File: config.mk
export PLATFORM = sky130hd
export DESIGN_NAME = booth_mult_seq
export DESIGN_NICKNAME = d
export VERILOG_FILES = /design/src/rtl/booth_mult_seq.sv
export SDC_FILE = /design/constraint.sdc
export NUM_CORES = 1
export LEC_CHECK = 0
export ABC_AREA = 1
export BUFFER_PORTS_ARGS = -buffer_cell sky130_fd_sc_hd__buf_2
export CORE_UTILIZATION = 60
export CTS_CLUSTER_SIZE = 16
export DETAILED_ROUTE_END_ITERATION = 8
export HOLD_SLACK_MARGIN = 0.03
export PLACE_DENSITY_LB_ADDON = 0.12
export SLEW_MARGIN = 30
export SYNTH_ARGS = -nofsm -noshare
export SYNTH_HDL_FRONTEND = slang
export SYNTH_SLANG_ARGS = --single-unit
File: constraint.sdc
create_clock -name clk -period 4.3 [get_ports clk]
set_clock_uncertainty 0.1 [all_clocks]
set_input_delay 0.43 -clock clk [delete_from_list [all_inputs] [get_ports clk]]
set_output_delay 0.43 -clock clk [all_outputs]
set_load 0.02 [all_outputs]
File: src/rtl/booth_mult_seq.sv
// Sequential radix-2 Booth multiplier: one recoding step per clock over WIDTH+1 bit
// extended operands, with valid/ready handshakes on both the operand and result sides.
module booth_mult_seq #(
    parameter int WIDTH = 8,
    parameter int CNT_W = $clog2(WIDTH + 2)
) (
    input  logic                 clk,
    input  logic                 rst_n,
    input  logic                 in_valid,
    output logic                 in_ready,
    input  logic [WIDTH-1:0]     inp_a,
    input  logic [WIDTH-1:0]     inp_b,
    input  logic                 signed_mode,
    input  logic                 clear,
    output logic                 out_valid,
    input  logic                 out_ready,
    output logic [2*WIDTH-1:0]   result,
    output logic                 busy
);

    typedef enum logic [1:0] {
        IDLE = 2'd0,
        RUN  = 2'd1,
        DONE = 2'd2
    } state_t;

    state_t              state_q, state_d;
    logic [WIDTH:0]      a_q, a_d;
    logic [WIDTH:0]      q_q, q_d;
    logic                q1_q, q1_d;
    logic [WIDTH:0]      m_q, m_d;
    logic [WIDTH:0]      mneg_q, mneg_d;
    logic [CNT_W-1:0]    cnt_q, cnt_d;
    logic [2*WIDTH-1:0]  result_q, result_d;

    logic [WIDTH:0]      ext_a, ext_b, neg_b;
    logic [WIDTH:0]      a_sum, a_sh, q_sh;

    // The extra top bit lets unsigned operands run through the signed Booth datapath.
    assign ext_a = {signed_mode & inp_a[WIDTH-1], inp_a};
    assign ext_b = {signed_mode & inp_b[WIDTH-1], inp_b};
    assign neg_b = {(WIDTH+1){1'b0}} - ext_b;

    always_comb begin
        case ({q_q[0], q1_q})
            2'b10:   a_sum = a_q + mneg_q;
            2'b01:   a_sum = a_q + m_q;
            default: a_sum = a_q;
        endcase
        a_sh = {a_sum[WIDTH], a_sum[WIDTH:1]};
        q_sh = {a_sum[0], q_q[WIDTH:1]};
    end

    always_comb begin
        state_d  = state_q;
        a_d      = a_q;
        q_d      = q_q;
        q1_d     = q1_q;
        m_d      = m_q;
        mneg_d   = mneg_q;
        cnt_d    = cnt_q;
        result_d = result_q;
        case (state_q)
            IDLE: begin
                if (in_valid && !clear) begin
                    a_d     = '0;
                    q_d     = ext_a;
                    q1_d    = 1'b0;
                    m_d     = ext_b;
                    mneg_d  = neg_b;
                    cnt_d   = '0;
                    state_d = RUN;
                end
            end
            RUN: begin
                if (clear) begin
                    state_d = IDLE;
                end else begin
                    a_d   = a_sh;
                    q_d   = q_sh;
                    q1_d  = q_q[0];
                    cnt_d = cnt_q + CNT_W'(1);
                    if (cnt_q == CNT_W'(WIDTH)) begin
                        // Low 2*WIDTH bits of {A,Q}: all of Q plus the low WIDTH-1 bits of A.
                        result_d = {a_sh[WIDTH-2:0], q_sh};
                        state_d  = DONE;
                    end
                end
            end
            DONE: begin
                if (clear || out_ready) begin
                    state_d = IDLE;
                end
            end
            default: state_d = IDLE;
        endcase
    end

    always_ff @(posedge clk or negedge rst_n) begin
        if (!rst_n) begin
            state_q  <= IDLE;
            a_q      <= '0;
            q_q      <= '0;
            q1_q     <= 1'b0;
            m_q      <= '0;
            mneg_q   <= '0;
            cnt_q    <= '0;
            result_q <= '0;
        end else begin
            state_q  <= state_d;
            a_q      <= a_d;
            q_q      <= q_d;
            q1_q     <= q1_d;
            m_q      <= m_d;
            mneg_q   <= mneg_d;
            cnt_q    <= cnt_d;
            result_q <= result_d;
        end
    end

    assign in_ready  = (state_q == IDLE);
    assign out_valid = (state_q == DONE);
    assign busy      = (state_q == RUN);
    assign result    = result_q;

endmodule

## Word level (Yosys, flattened, before mapping)

Cells that the tools add are included.

- Register bits: 59
- Output and inout bits: 19

- Add/subtract/negate cells: 4
- Equality and inequality tests: 9
- Muxes and demuxes: 18
- Bitwise gates (word level): 3
- Reduce and logical (&&, ||, !) cells: 9

Operators with widths:

| operator | number |
|---|---|
| $pmux W9 S2 | 3 |
| $mux W9 | 4 |
| $add A9 B9 Y9 | 2 |
| $reduce_and A3 Y1 | 3 |
| $sub A1 B9 Y9 const A | 1 |
| $mux W2 | 4 |
| $mux W4 | 2 |
| $pmux W4 S2 | 1 |
| $pmux W2 S3 | 1 |
| $add A4 B1 Y4 const B | 1 |
| $eq A2 B1 Y1 const B | 2 |
| $eq A2 B2 Y1 const B | 2 |
| $eq A4 B4 Y1 const B | 1 |
| $ne A2 B1 Y1 const B | 2 |
| $ne A3 B2 Y1 const B | 1 |
| $and A1 B1 Y1 | 2 |
| $logic_not A2 Y1 | 1 |
| $mux W1 | 2 |
| $ne A2 B2 Y1 const B | 1 |
| $pmux W1 S2 | 1 |
| $reduce_and A2 Y1 | 1 |
| $reduce_bool A2 Y1 | 1 |
| $logic_and A1 B1 Y1 | 1 |
| $logic_not A1 Y1 | 1 |
| 2 further kinds | 2 |

## Depth between registers and ports, before layout

- Word-level depth: 4
- Mapped depth: 15
- Mapped depth without buffers: 14

## Least setup slack after synthesis

OpenSTA, ideal clock, no wires.

- Path kind: register to register
- Start: register q_q[0]
- End: register a_q[6]
- Arrival time: 2.152 ns
- Data required time: 4.083 ns
- Slack: 1.931 ns
- Cell stages (with the launch flop): 14
- Buffers on the path: 1
- Path through: dfrtp_1 > inv_1 > ha_1 > clkbuf_1 > mux2_2 > ha_1 > a21oi_1 > nand2_1 > nand2_1 > nand2_1 > nand2_1 > nand3_1 > nand3_1 > nand2_1

- Longest elaborated chain between the ends: 4
- Elaborated cells between the ends (all ways): 5
- Those cells by class: eq/ne: 2; mux: 3

RTL lines:

| item | line | text |
|---|---|---|
| start, declared | 29 | `logic [WIDTH:0] q_q, q_d;` |
| start signal, assigned | 112 | `q_q <= q_d;` |
| $eq A2 B1 Y1 or $eq A2 B2 Y1 (tied branches) | 45 | `case ({q_q[0], q1_q})` |
| $pmux W9 S2 * | 45 |  |
| $mux W9 * | 76 | `if (clear) begin` |
| $pmux W9 S2 * | 63 | `case (state_q)` |
| end signal, assigned | 102 | `a_q <= '0;` |
| end signal, assigned | 111 | `a_q <= a_d;` |
| end, declared | 28 | `logic [WIDTH:0] a_q, a_d;` |

Mark *: on every way between the ends. The rest lies on a longest branch, timed or not. The select of a mux whose other input is x is not followed.
A chain may end at the register's enable or synchronous reset.

## Final worst setup path

- Start: register q_q[0]
- End: register a_q[3]

The elaborated chain is that of the path after synthesis.

==> results.cfg <==
[outcome]
status = finished, final reports clean

[finish]
fillers = 391
syn2layout_area_growth_pct = 12.86
final_cells = 477
postLayoutCellArea_mm2 = 0.003426
regArea_mm2 = 0.001426
insertedDiodeCount = 0
drive_gt1_frac = 0.1902
multi_input_area_mm2 = 0.001364
final_nets = 441

[floorplan]
initial_core_util = 0.6342
dieArea_mm2 = 0.005347
design.core.area_mm2 = 0.004786
core.rowCount = 25
fp.dieW_um = 73.13
pin_count = 41
die_height_um = 73.13

[clocking]
cts_max_path_buffers = 2
cts.repair.resized = 0
root_buffer = clkbuf_8
worst_skew_pair.late_latency_ps = 330
cts_tree = yes
cts_max_level = 3
cts.sinks = 57
cts_made_buffers = 9
post_cts_buffers = 0
hold_buffers = 0
clkTransAtPathRegs_ps = 70

[yosys]
ys_ff_latch = 57
avgSynthCellArea_um2 = 8.362
synth_area_leaders = dfrtp_1, nand2_1, o21ai_0, ha_1, inv_1
syn_inst = 363
synth.net_count = 399
yosysSeqAreaShare = 0.4699
yosys.area.top_type_share = 0.4699
synth_cell_types = 34
yosysWarnings = 0
yosys.area.top_type = dfrtp_1
synthesis.area_mm2 = 0.003035

[grt]
grt_overflow = 0
grt_max_degree = 58
grt_use_total = 0.2490
grt_antenna_before_repair = 0
grt_pass1_wl_um = 9922
grt_pass1_vias = 2201

[worst_setup_path]
cpPeakStageDelay_ps = 460
arrival_ps = 2820
slowest_stage = ha_1
crit_path_start_kind = flop
crit_path_end_kind = flop
path_cells = inv_1 > ha_1 > mux2_2 > ha_1 > nand2_1 > a21oi_1 > nor2_1 > o21ai_0 > nand2_1 > o21ai_0
crit_fanout = 12
cp.required_ps = 4440
critical_path_class = reg2reg
path_buf_inv = 1
worst_path_dominant_cell_family = adder cells

[pwr]
switchingPower_mw = 0.7785
power_leakage_nw = 1.831
p_clk_frac = 0.218
p_seq_frac = 0.395
vdd_drop_max_v = 0.0003070
power_density_mw_per_mm2 = 566.3
switching_share = 0.4013
power_frac_comb = 0.387
power.total_mw = 1.940
p_int_mw = 1.161

[placement]
dp_hpwl_um = 4158
routabilityCongestion = 0.8298
io_buffers = 40
placed_area_mm2 = 0.003262
placed_cells = 461

[routing]
drt_wl_total_um = 5972
num_vias = 2461
viasPerCell = 5.159
post_drt_wl_per_cell_um = 12.52
drc_errors = 0
drtPass1Iterations = 4
drtIter0Drc = 188
antenna_left = 0

[timing]
worst_pin_slew_ps = 710.5
period_needed_ps = 2681
drv_slew = 0
final.period_utilization = 0.6234
slew_headroom = 0.5263
rsz0062_at_grt = false
tns_ps = 0
max_freq_mhz = 373.0
setup_viol = 0
hold_viol = 0

[run]
max_cap_viol_count = 0

[hold_path]
hold_path_class = in2async
-- state kept, by name, summed over array words and instances (netlist names) --
signal   flops
mneg_q       8
state_q      2
m_q          9
a_q          8
q_q          9
cnt_q        4
result      16
q1_q         1
-- Yosys cell counts --
| master | number |
|---|---|
| o21ai_2 | 9 |
| inv_2 | 1 |
| inv_4 | 1 |
| nand3_2 | 1 |
| o211ai_1 | 7 |
| dfrtp_1 | 57 |
| nand2_2 | 1 |
| nand3_1 | 22 |
| o41ai_1 | 1 |
| xor2_1 | 3 |
| fa_1 | 1 |
| o21a_1 | 2 |
| nand2_1 | 106 |
| buf_4 | 2 |
| buf_6 | 2 |
| nor2_1 | 18 |
| a31oi_1 | 1 |
| o21ai_0 | 37 |
| a21oi_1 | 8 |
| ha_1 | 13 |
| nand4_1 | 1 |
| o22ai_1 | 3 |
| nor3_1 | 1 |
| nor2_8 | 2 |
| inv_6 | 1 |
| mux2_2 | 4 |
| buf_2 | 3 |
| xnor2_1 | 2 |
| o21ai_1 | 2 |
| inv_1 | 43 |
| or2_2 | 3 |
| clkbuf_1 | 2 |
| a22oi_1 | 2 |
| clkbuf_2 | 1 |
-- metal layers --
layer  wire length [µm]  part of all wire  GRT usage
met1               2900              0.49     0.3490
met2               2703              0.45     0.3642
met3                278             0.047    0.05249
met4                 90             0.015     0.1285
met5                  0                 0          0
-- worst reg2reg max path: cells and delay by family (launching register included) --
family | cells | cell delay, ps
fa+ha+maj | 2 | 770
compound gates | 3 | 640
mux | 1 | 420
flops | 1 | 350
simple gates | 3 | 240
buf+inv | 1 | 80
-- path summary, 6_finish.rpt --
check                          start          to  slack [ps]  cells past startpoint
setup / recovery              q_q[0]      a_q[3]        1620                     10
hold / removal                 rst_n   result[9]         130                      2
setup reg to reg              q_q[0]      a_q[3]        1620                     10
hold reg to reg            result[6]   result[6]         380                      2
max in group asynchronous      rst_n      m_q[8]        3490                      2
min in group clk           out_ready  state_q[1]         160                      2
-- cells in the final DEF (no fill, tap or decap), drive strengths merged --
master / synthesis / layout
ha: 13 / 13
a21oi: 8 / 8
o211ai: 7 / 7
nor3: 1 / 1
o22ai: 3 / 3
fa: 1 / 1
inv: 46 / 46
o41ai: 1 / 1
nor2: 20 / 20
xnor2: 2 / 2
a22oi: 2 / 2
mux2: 4 / 4
or2: 3 / 3
a31oi: 1 / 1
nand3: 23 / 23
clkinv: 0 / 2
nand2: 107 / 107
o21ai: 48 / 48
clkinvlp: 0 / 3
buf: 7 / 41
nand4: 1 / 1
xor2: 3 / 3
clkbuf: 3 / 11
o21a: 2 / 2
dfrtp: 57 / 57
-- per-stage QoR --
stage	utilization	setup WS, ps	hold slack, ps
2_1_floorplan	-	1931	34.41
3_3_place_gp	0.6816	1731	353.9
3_5_place_dp	0.6816	1626	361.3
4_1_cts	0.7158	1622	156.2
5_1_grt	0.7158	1421	162.5
6_report	0.7158	1619	129.3
-- final cells by class --
| class | instances | area share |
|---|---|---|
| Clock buffer | 11 | 0.03835 |
| Clock inverter | 5 | 0.009496 |
| Inverter | 46 | 0.05259 |
| Multi-Input combinational cell | 250 | 0.3981 |
| Sequential cell | 57 | 0.4164 |
| Tap cell | 67 | 0.02447 |
| Timing Repair Buffer | 41 | 0.06063 |
-- power groups by stage --
stage               clock network, mW  registers (mW)  logic (mW)
floorplan                           0           0.790       0.538
global placement                    0           0.770       0.724
detailed placement                  0           0.772       0.746
CTS                             0.427           0.765       0.750
global route                    0.451           0.784       0.856
finish                          0.424           0.766       0.750
-- cell families after synthesis --
group / Yosys count / synth area share
multiplexers: 4 / 0.01484
buffers and inverters: 56 / 0.08079
flip-flops: 57 / 0.4699
XOR/XNOR: 5 / 0.01443
AO/OA/AOI/OAI: 72 / 0.1418
AND/OR/NAND/NOR: 155 / 0.2181
adder cells (fa/ha/maj): 14 / 0.06018
(Power assumes the default switching activity.)
